## config.mk

```make
export PLATFORM = sky130hd
export DESIGN_NAME = tmr_recovery_sequencer_flat
export DESIGN_NICKNAME = d
export VERILOG_FILES = /design/src/rtl/tmr_recovery_sequencer_if.sv /design/src/rtl/tmr_recovery_sequencer.sv /design/src/flat_wrapper.sv
export SDC_FILE = /design/constraint.sdc
export NUM_CORES = 1
export LEC_CHECK = 0
export BUFFER_PORTS_ARGS = -buffer_cell sky130_fd_sc_hd__buf_2
export CAP_MARGIN = 20
export CORE_ASPECT_RATIO = 0.9
export CORE_UTILIZATION = 28
export DETAILED_ROUTE_END_ITERATION = 10
export GPL_TIMING_DRIVEN = 0
export PLACE_DENSITY_LB_ADDON = 0.05
export SETUP_SLACK_MARGIN = 0.4
export SYNTH_ARGS = -nofsm -noshare
export SYNTH_HDL_FRONTEND = slang
export SYNTH_SLANG_ARGS = --single-unit
```

## constraint.sdc

```tcl
create_clock -name clk -period 2.65 [get_ports clk]
set_input_delay 0.265 -clock clk [delete_from_list [all_inputs] [get_ports clk]]
set_output_delay 0.265 -clock clk [all_outputs]
set_load 0.02 [all_outputs]
```

## src/rtl/tmr_recovery_sequencer_if.sv

```systemverilog
// Bundle between the TMR voter/status logic and the recovery sequencer.
//   enable        : allow qualification of new faults
//   fault_flags   : per-lane mismatch flags from the voter
//   disagreement  : voter any-mismatch flag
//   clear_failed  : pulse clearing retired flags and fault counters
//   lane_rst_n    : active-low per-lane core resets
//   busy          : sequencer not idle
//   active_lane   : lane under recovery, 3 when idle
//   lane_failed   : sticky retired-lane flags
//   fault_cnt     : per-lane qualified-fault counters (lane i at [i*CNT_W +: CNT_W])
//   recover_ok    : pulse on successful recovery
//   recover_fail  : pulse when a lane is retired
// master drives the voter-side inputs; slave is the sequencer.
interface tmr_recovery_sequencer_if #(
  parameter int unsigned CNT_W = 8
);
  logic               enable;
  logic [2:0]         fault_flags;
  logic               disagreement;
  logic               clear_failed;
  logic [2:0]         lane_rst_n;
  logic               busy;
  logic [1:0]         active_lane;
  logic [2:0]         lane_failed;
  logic [3*CNT_W-1:0] fault_cnt;
  logic               recover_ok;
  logic               recover_fail;

  modport master (
    output enable, fault_flags, disagreement, clear_failed,
    input  lane_rst_n, busy, active_lane, lane_failed, fault_cnt,
           recover_ok, recover_fail
  );

  modport slave (
    input  enable, fault_flags, disagreement, clear_failed,
    output lane_rst_n, busy, active_lane, lane_failed, fault_cnt,
           recover_ok, recover_fail
  );
endinterface

```

## src/rtl/tmr_recovery_sequencer.sv

```systemverilog
// Recovery sequencer for a triple-modular-redundant core.
// Qualifies a persistent single-lane fault from the voter flags, holds that
// lane's core in reset, waits for it to re-agree with the majority, retries a
// bounded number of times and finally retires the lane.
// Ports:
//   clk   : clock
//   rst_n : asynchronous active-low reset
//   bus   : tmr_recovery_sequencer_if slave (voter inputs, lane resets, status)
module tmr_recovery_sequencer #(
  parameter int unsigned PERSIST_CYCLES = 4,
  parameter int unsigned RESET_HOLD     = 16,
  parameter int unsigned SETTLE_MAX     = 64,
  parameter int unsigned MAX_RETRIES    = 3,
  parameter int unsigned CNT_W          = 8
) (
  input  logic                      clk,
  input  logic                      rst_n,
  tmr_recovery_sequencer_if.slave   bus
);

  // One shared timer serves the persist, hold and settle phases.
  localparam int unsigned TMAX_A = (RESET_HOLD > SETTLE_MAX) ? RESET_HOLD : SETTLE_MAX;
  localparam int unsigned TMAX   = (TMAX_A > PERSIST_CYCLES) ? TMAX_A : PERSIST_CYCLES;
  localparam int unsigned TW     = $clog2(TMAX + 1);
  localparam int unsigned RW     = $clog2(MAX_RETRIES + 1);
  localparam logic [CNT_W-1:0] CNT_ONE = 1;

  typedef enum logic [1:0] {IDLE, QUALIFY, HOLD, SETTLE} state_e;

  state_e             state_q;
  logic [2:0]         flags_q;       // latched one-hot of the lane under recovery
  logic [TW-1:0]      timer_q;
  logic [RW-1:0]      retry_q;
  logic [2:0]         lane_rst_n_q;
  logic               busy_q;
  logic [1:0]         active_q;
  logic [2:0]         lane_failed_q;
  logic [3*CNT_W-1:0] fault_cnt_q;
  logic               ok_q;
  logic               fail_q;

  logic               cand_valid;
  logic [1:0]         cand_lane;

  // A candidate is exactly one flag set on a lane that has not been retired.
  always_comb begin
    cand_valid = 1'b0;
    cand_lane  = 2'd3;
    case (bus.fault_flags)
      3'b001: begin cand_lane = 2'd0; cand_valid = !lane_failed_q[0]; end
      3'b010: begin cand_lane = 2'd1; cand_valid = !lane_failed_q[1]; end
      3'b100: begin cand_lane = 2'd2; cand_valid = !lane_failed_q[2]; end
      default: ;
    endcase
  end

  // Saturating increment of one lane's counter.
  function automatic logic [3*CNT_W-1:0] bump(input logic [3*CNT_W-1:0] cnt,
                                              input logic [1:0]         lane);
    logic [3*CNT_W-1:0] r;
    r = cnt;
    for (int unsigned i = 0; i < 3; i++) begin
      if (2'(i) == lane && r[i*CNT_W +: CNT_W] != '1)
        r[i*CNT_W +: CNT_W] = r[i*CNT_W +: CNT_W] + CNT_ONE;
    end
    return r;
  endfunction

  always_ff @(posedge clk or negedge rst_n) begin
    if (!rst_n) begin
      state_q       <= IDLE;
      flags_q       <= '0;
      timer_q       <= '0;
      retry_q       <= '0;
      lane_rst_n_q  <= '1;
      busy_q        <= 1'b0;
      active_q      <= 2'd3;
      lane_failed_q <= '0;
      fault_cnt_q   <= '0;
      ok_q          <= 1'b0;
      fail_q        <= 1'b0;
    end else begin
      ok_q   <= 1'b0;
      fail_q <= 1'b0;
      case (state_q)
        IDLE: begin
          if (bus.enable && cand_valid) begin
            flags_q  <= bus.fault_flags;
            busy_q   <= 1'b1;
            active_q <= cand_lane;
            timer_q  <= TW'(1);
            if (PERSIST_CYCLES == 1) begin
              state_q      <= HOLD;
              lane_rst_n_q <= ~bus.fault_flags;
              fault_cnt_q  <= bump(fault_cnt_q, cand_lane);
              retry_q      <= '0;
            end else begin
              state_q <= QUALIFY;
            end
          end
        end

        QUALIFY: begin
          if (bus.fault_flags == flags_q) begin
            // timer_q holds the samples seen so far; this one completes the run.
            if (timer_q == TW'(PERSIST_CYCLES - 1)) begin
              state_q      <= HOLD;
              lane_rst_n_q <= ~flags_q;
              fault_cnt_q  <= bump(fault_cnt_q, active_q);
              retry_q      <= '0;
              timer_q      <= TW'(1);
            end else begin
              timer_q <= timer_q + TW'(1);
            end
          end else begin
            state_q  <= IDLE;
            busy_q   <= 1'b0;
            active_q <= 2'd3;
            timer_q  <= '0;
          end
        end

        HOLD: begin
          if (timer_q == TW'(RESET_HOLD)) begin
            state_q      <= SETTLE;
            lane_rst_n_q <= '1;
            timer_q      <= TW'(1);
          end else begin
            timer_q <= timer_q + TW'(1);
          end
        end

        SETTLE: begin
          // Success is tested first so it wins over a coincident timeout.
          if ((bus.fault_flags & flags_q) == '0 && !bus.disagreement) begin
            ok_q     <= 1'b1;
            state_q  <= IDLE;
            busy_q   <= 1'b0;
            active_q <= 2'd3;
            timer_q  <= '0;
          end else if (timer_q == TW'(SETTLE_MAX)) begin
            if (retry_q == RW'(MAX_RETRIES - 1)) begin
              retry_q       <= RW'(MAX_RETRIES);
              lane_failed_q <= lane_failed_q | flags_q;
              fail_q        <= 1'b1;
              state_q       <= IDLE;
              busy_q        <= 1'b0;
              active_q      <= 2'd3;
              timer_q       <= '0;
            end else begin
              retry_q      <= retry_q + RW'(1);
              state_q      <= HOLD;
              lane_rst_n_q <= ~flags_q;
              timer_q      <= TW'(1);
            end
          end else begin
            timer_q <= timer_q + TW'(1);
          end
        end

        default: state_q <= IDLE;
      endcase

      // Placed last so a coincident set/increment above is overridden.
      if (bus.clear_failed) begin
        lane_failed_q <= '0;
        fault_cnt_q   <= '0;
      end
    end
  end

  assign bus.lane_rst_n   = lane_rst_n_q;
  assign bus.busy         = busy_q;
  assign bus.active_lane  = active_q;
  assign bus.lane_failed  = lane_failed_q;
  assign bus.fault_cnt    = fault_cnt_q;
  assign bus.recover_ok   = ok_q;
  assign bus.recover_fail = fail_q;

endmodule

```

## src/flat_wrapper.sv

```systemverilog
// flat-port wrapper written by rule: the top's interface ports become plain ports
module tmr_recovery_sequencer_flat 
#(
  parameter int unsigned PERSIST_CYCLES = 4,
  parameter int unsigned RESET_HOLD     = 16,
  parameter int unsigned SETTLE_MAX     = 64,
  parameter int unsigned MAX_RETRIES    = 3,
  parameter int unsigned CNT_W          = 8
)
  (clk, rst_n, bus_enable, bus_fault_flags, bus_disagreement, bus_clear_failed, bus_lane_rst_n, bus_busy, bus_active_lane, bus_lane_failed, bus_fault_cnt, bus_recover_ok, bus_recover_fail);
  tmr_recovery_sequencer_if #(.CNT_W(CNT_W)) bus_i ();
  input  logic clk;
  input  logic rst_n;
  input wire logic [$bits(bus_i.enable)-1:0] bus_enable;
  input wire logic [$bits(bus_i.fault_flags)-1:0] bus_fault_flags;
  input wire logic [$bits(bus_i.disagreement)-1:0] bus_disagreement;
  input wire logic [$bits(bus_i.clear_failed)-1:0] bus_clear_failed;
  output wire logic [$bits(bus_i.lane_rst_n)-1:0] bus_lane_rst_n;
  output wire logic [$bits(bus_i.busy)-1:0] bus_busy;
  output wire logic [$bits(bus_i.active_lane)-1:0] bus_active_lane;
  output wire logic [$bits(bus_i.lane_failed)-1:0] bus_lane_failed;
  output wire logic [$bits(bus_i.fault_cnt)-1:0] bus_fault_cnt;
  output wire logic [$bits(bus_i.recover_ok)-1:0] bus_recover_ok;
  output wire logic [$bits(bus_i.recover_fail)-1:0] bus_recover_fail;
  assign bus_i.enable = bus_enable;
  assign bus_i.fault_flags = bus_fault_flags;
  assign bus_i.disagreement = bus_disagreement;
  assign bus_i.clear_failed = bus_clear_failed;
  assign bus_lane_rst_n = bus_i.lane_rst_n;
  assign bus_busy = bus_i.busy;
  assign bus_active_lane = bus_i.active_lane;
  assign bus_lane_failed = bus_i.lane_failed;
  assign bus_fault_cnt = bus_i.fault_cnt;
  assign bus_recover_ok = bus_i.recover_ok;
  assign bus_recover_fail = bus_i.recover_fail;
  tmr_recovery_sequencer #(.PERSIST_CYCLES(PERSIST_CYCLES), .RESET_HOLD(RESET_HOLD), .SETTLE_MAX(SETTLE_MAX), .MAX_RETRIES(MAX_RETRIES), .CNT_W(CNT_W)) u_core (.clk(clk), .rst_n(rst_n), .bus(bus_i));
endmodule
```

After elaboration in Yosys (flattened, before gate mapping)
Index checks and enable logic that the tools add are counted.
{"block": "word_totals", "register_bits": 49, "latchBits": 0, "ramBits": 0, "mem_bits_ro": 0, "inputBits": 8, "output_inout_bits": 35, "word_cells": 143, "memories": 0}
{"block": "classes", "addsub": 5, "multipliers": 0, "n_div": 0, "n_lt_le_gt_ge": 0, "n_eq_ne": 28, "shift": 0, "muxes": 61, "n_bitwise": 3, "n_reduce_logical": 33}
{"operator": "two-way mux 24 bit", "n": 4}
{"operator": "two-way mux 7 bit", "n": 6}
{"operator": "two-way mux 2 bit", "n": 17}
{"operator": "two-way mux 3 bit", "n": 11}
{"operator": "one-hot mux 7 bit (4 select lines)", "n": 1}
{"operator": "adder 8 x 1 -> 8 bit (second input constant)", "n": 3}
{"operator": "two-way mux 8 bit", "n": 3}
{"operator": "inequality test 8 bit (second input constant)", "n": 3}
{"operator": "AND reduction 4 bit", "n": 5}
{"operator": "nonzero test 2 bit", "n": 10}
{"operator": "two-way mux 1 bit", "n": 12}
{"operator": "one-hot mux 2 bit (3 select lines)", "n": 2}
{"operator": "inequality test 2 x 1 -> 1 bit (second input constant)", "n": 5}
{"operator": "AND reduction 5 bit", "n": 2}
{"operator": "one-hot mux 3 bit (3 select lines)", "n": 1}
{"operator": "inequality test 2 bit (second input constant)", "n": 4}
{"operator": "one-hot mux 2 bit (4 select lines)", "n": 1}
{"operator": "adder 7 x 1 -> 7 bit (second input constant)", "n": 1}
{"operator": "== test 7 x 2 -> 1 bit (second input constant)", "n": 1}
{"operator": "== test 7 x 5 -> 1 bit (second input constant)", "n": 1}
{"operator": "== test 7 bit (second input constant)", "n": 1}
{"operator": "AND reduction 7 bit", "n": 1}
{"operator": "== test 2 bit (second input constant)", "n": 3}
{"operator": "inequality test 3 x 1 -> 1 bit (second input constant)", "n": 2}
{"operator": "20 further kinds", "n": 30}

Longest topological paths before layout
{"block": "depth", "ltp_word": 7, "ltp_mapped": 8, "mapped_depth_nobuf": 7}

Worst setup path after synthesis
No wires, ideal clock.
{"block": "synth_path", "kind": "reg2reg", "start": "register u_core.flags_q[1]", "end": "register u_core.timer_q[6]", "setup_time_ps": 124, "arrival_time_ps": 1985, "path_slack_ps": 541, "path_stages_with_launch": 8, "n_path_buf": 1, "synth_period_minus_slack_ps": 2109, "path_cell_list": "dfrtp_1 -> ha_1 -> or4_4 -> nor2b_4 -> a221oi_2 -> buf_6 -> nor2_1 -> a211o_1"}
{"block": "synth_between", "elab_chain_len": 5, "word_cells_on_any_way": 7, "classes_between": "1 x eq/ne; 3 x mux; 1 x bitwise; 2 x reduce/logical"}
{"item": "from (decl)", "line_no": "tmr_recovery_sequencer.sv:31", "text": "logic [2:0] flags_q;"}
{"item": "from (signal assigned)", "line_no": "tmr_recovery_sequencer.sv:88", "text": "flags_q <= bus.fault_flags;"}
{"item": "bitwise AND 3 bit", "line_no": "tmr_recovery_sequencer.sv:135", "text": "if ((bus.fault_flags & flags_q) == '0 && !bus.disagreement) begin"}
{"item": "zero test 3 bit", "line_no": "tmr_recovery_sequencer.sv:135"}
{"item": "logical AND 1 bit", "line_no": "tmr_recovery_sequencer.sv:135"}
{"item": "two-way mux 7 bit", "line_no": "tmr_recovery_sequencer.sv:135"}
{"item": "one-hot mux 7 bit (4 select lines) (*)", "line_no": "tmr_recovery_sequencer.sv:85", "text": "case (state_q)"}
{"item": "to (signal assigned)", "line_no": "tmr_recovery_sequencer.sv:113", "text": "timer_q <= timer_q + TW'(1);"}
{"item": "to (signal assigned)", "line_no": "tmr_recovery_sequencer.sv:129", "text": "timer_q <= timer_q + TW'(1);"}
{"item": "to (signal assigned)", "line_no": "tmr_recovery_sequencer.sv:157", "text": "timer_q <= timer_q + TW'(1);"}
{"item": "to (decl)", "line_no": "tmr_recovery_sequencer.sv:32", "text": "logic [TW-1:0] timer_q;"}
Every way passes the cells marked *; elsewhere a longest branch is shown, timed or not.
A chain may end at the register's enable or synchronous reset.

Worst setup path after layout
{"block": "layout_path", "start": "register u_core.flags_q[0]", "end": "register u_core.timer_q[6]"}
The elaborated chain is that of the path after synthesis.

==> qor.csv <==
stage,metric,value,unit
run_status,status,finished clean,
power_and_ir_drop,Net Sw Frac,36.4,%
final_layout,n_diodes,0,
power_and_ir_drop,clock power share,21.4,%
min_path,worst hold path class,in2reg,
setup_path,Setup Crit Path Kind,reg2reg,
setup_path,crit path launch type,register,
die,initial core utilization,29.2,%
power_and_ir_drop,sequential share of power,44.1,%
power_and_ir_drop,internal power,1.37,mW
power_and_ir_drop,PwrDens,643,nW/um^2
setup_path,worst path bufs/invs,1,
setup_path,crit-path cells,ha_2 -> or4_4 -> nor2b_4 -> a221oi_4 -> buf_6 -> nor3_1 -> a211o_1,
final_layout,most frequent cells in the layout,"dfrtp_1, buf_2, nor2_1",
route,Post-DRT Antenna Nets,0,
yosys,fraction of registers with async set/reset,100,%
setup_path,"Max stage delay cell, worst path",or4_4,
timing,Clock Skew,0.0136,ns
final_layout,Syn-to-layout area delta,23.7,%
yosys,register bit total from synthesis,49,
place,GPL Wtd Cong,0.721,
timing,relative slew slack,40.9,%
power_and_ir_drop,Logic pwr share,34.4,%
die,Die W,106,um
clocking,CTS buffer count,5,
final_layout,"commonest non-fill, non-tap cell in the layout",dfrtp_1,
clocking,maximum root-to-sink buffer count,2,
min_path,WHS Endpoint,u_core.bus.recover_ok$_DFF_PN0_,
clocking,Clock Latency Late Sink,0.30,ns
route,# DRC,0,
setup_path,FF-to-FF path depth,7,
place,IO Port Bufs,41,
final_layout,post-route core utilization,36.2,%
clocking,H-Tree Depth,2,
setup_path,crit path max fanout,4,
setup_path,crit-path leading delay family,simple AND/OR/NAND/NOR gates,
setup_path,reg2reg end,u_core.timer_q[6]$_DFFE_PN0N_,
route,DR WL/cell,14.6,um
timing,worst slew pin tran,0.872,ns
setup_path,R2R Path Start,u_core.flags_q[0]$_DFFE_PN0P_,
grt,GR Overflow Total,0,
die,total I/O pin count,43,
grt,vias in the first global route,2083,
clocking,TritonCTS clock tree,done,
route,total number of vias,2150,
yosys,Post-Syn Instances,271,
final_layout,share of post-route cells with drive strength above 1,29.9,%
route,Iteration-0 DRC Markers,97,
power_and_ir_drop,P_sw,782,uW
die,FP Rows,33,
setup_path,crit end category,register,
grt,aggregate global-route resource usage,14.0,%
power_and_ir_drop,LEAKAGE,1.49,nW
yosys,Post-synth EDFFs,0,
clocking,Root Buffer,clkbuf_8,
clocking,"CTS clk-pin slew, worst paths",0.09,ns
min_path,Hold Path Depth,3,
yosys,sequential area share after synthesis,45.6,%
route,DRT Pass-1 Iters,4,
timing,unrepaired setup endpoints after global routing,yes,
timing,count of final setup violators,0,
die,die area,10100,um^2
timing,Final period util,81.8,%
timing,Fin Setup TNS,0,ns
yosys,Syn Nets,288,
die,die height,95.2,um
min_path,min-delay src,bus_disagreement,
timing,Fmax,461,MHz
setup_path,WP data required,2.84,ns
clocking,clk sink count,49,
final_layout,area of the multi-input gates,1480,um^2
yosys,yosys warns,0,
grt,first-pass GRT wire length,11.0,mm
yosys,post-synth cell types,54,
timing,Slew Limit Fails,0,
setup_path,Critical Path Stages,7,
flow_run,max_cap viols,0,
setup_path,max incr delay on CP,0.52,ns
timing,Tmin final,2.17,ns
power_and_ir_drop,Peak VDD IR,0.279,mV
route,via/cell ratio,4.78,
timing,Final Hold Viols,0,
final_layout,fin nets,344,
route,WL final,6.59,mm
timing,final hold slack,0.235,ns
yosys,Main synth FF type,dfrtp_1,
die,Core Box Area,9250,um^2
yosys,Post-Syn Area,2700,um^2
grt,largest net degree at the start of global routing,37,
setup_path,worst reg-to-reg setup slack,0.48,ns
place,HPWL Detailed,4.87,mm
final_layout,Seq. cell area,1230,um^2
grt,initial antenna violation count,0,
yosys,mean cell area of the mapped netlist,9.98,um^2
setup_path,CP arrival,2.36,ns
final_layout,fill cell count,973,
power groups by stage:
| stage | logic (mW) | clock network, mW | registers [mW] |
|---|---|---|---|
| 6_report | 0.741 | 0.460 | 0.949 |
| 2_1_floorplan | 0.398 | 0 | 0.997 |
| 5_1_grt | 0.818 | 0.513 | 0.964 |
| 4_1_cts | 0.676 | 0.485 | 0.955 |
| 3_5_place_dp | 0.629 | 0 | 0.975 |
| 3_3_place_gp | 0.621 | 0 | 0.976 |
what timing repair did:
| item | CTS | global route |
|---|---|---|
| pin swaps | 1 | 3 |
| hold endpoints to repair | 11 | 0 |
| hold buffers | 1 | 0 |
| endpoints found under the setup margin | 37 | 31 |
| buffers inserted | 2 | 3 |
| resized for setup | 6 | 19 |
worst reg2reg max path, delay by kind of cell (launching register included):
| family | cells | cell delay [ns] |
|---|---|---|
| AND/OR/NAND/NOR | 3 | 0.72 |
| AO/OA/AOI/OAI | 2 | 0.58 |
| flip-flops | 1 | 0.42 |
| adder cells (fa/ha/maj) | 1 | 0.18 |
| buffers and inverters | 1 | 0.15 |
synth_stat cells, types with 5 or more instances:
cell type	number	area share [%]
nor2_1	32	4.4
clkbuf_1	8	1.1
dfstp_2	5	4.9
xnor2_1	21	6.8
dfrtp_1	44	41
nand2_1	20	2.8
ha_1	9	4.2
nand3_1	11	2.0
nor4_1	16	3.7
nor3_1	6	1.1
inv_1	10	1.4
a21oi_1	7	1.3
o21ai_0	7	1.3
and3_1	9	2.1
logic make-up (layout without fill, tap and decap cells):
| group | count (synthesis) | in the layout | share of synthesized area (%) |
|---|---|---|---|
| adder cells (fa/ha/maj) | 9 | 9 | 4.16 |
| AO/OA/AOI/OAI | 36 | 36 | 9.30 |
| flip-flops | 49 | 49 | 45.6 |
| XOR/XNOR | 21 | 21 | 6.80 |
| multiplexers | 11 | 11 | 4.81 |
| AND/OR/NAND/NOR | 122 | 122 | 25.6 |
| buffers and inverters | 23 | 80 | 3.70 |
flip-flops by register name, indices dropped and copies added (netlist names), 2 cells and up:
| register | flops |
|---|---|
| u_core.bus.active_lane | 2 |
| u_core.bus.fault_cnt | 24 |
| u_core.bus.lane_failed | 3 |
| u_core.bus.lane_rst_n | 3 |
| u_core.flags_q | 3 |
| u_core.retry_q | 2 |
| u_core.state_q | 2 |
| u_core.timer_q | 7 |
through the flow:
stage               setup WS [ns]  area, um^2  cells  power [mW]
global placement            0.191        3060    434        1.60
finish                      0.481        3340    450        2.15
CTS                         0.408        3230    447        2.12
global route                0.366        3340    450        2.30
floorplan                   0.541        2700    271        1.40
detailed placement          0.219        3090    436        1.60
how the worst max path moves through the flow:
stage / start / to / slack (ns)
2_1_floorplan: u_core.flags_q[1]$_DFFE_PN0P_ / u_core.timer_q[6]$_DFFE_PN0N_ / 0.54
3_3_place_gp: u_core.flags_q[1]$_DFFE_PN0P_ / u_core.bus.fault_cnt[12]$_DFFE_PN0P_ / 0.19
3_5_place_dp: bus_fault_flags[1] / u_core.bus.fault_cnt[12]$_DFFE_PN0P_ / 0.22
4_1_cts: u_core.flags_q[0]$_DFFE_PN0P_ / u_core.bus.fault_cnt[15]$_DFFE_PN0P_ / 0.41
5_1_grt: u_core.flags_q[1]$_DFFE_PN0P_ / u_core.bus.fault_cnt[7]$_DFFE_PN0P_ / 0.37
6_report: u_core.flags_q[0]$_DFFE_PN0P_ / u_core.timer_q[6]$_DFFE_PN0N_ / 0.48
per-layer routing:
| metal | vias up | track usage [%] | routed length [um] |
|---|---|---|---|
| li1 | 1084 | - | - |
| met1 | 1027 | 21.5 | 3610 |
| met2 | 37 | 20.3 | 2700 |
| met3 | 2 | 2.80 | 249 |
| met4 | 0 | 2.78 | 33 |
| met5 | - | 0 | 0 |
layout make-up:
type / count / share of cell area [%]
multi-input combinational: 199 / 44.4
sequential: 49 / 36.8
timing repair buffer: 49 / 8.38
tap: 122 / 4.56
clock buffer: 5 / 2.06
buffer: 13 / 1.98
inverter: 10 / 1.12
clock inverter: 3 / 0.673
No activity file was read; power rests on OpenSTA's default activity.
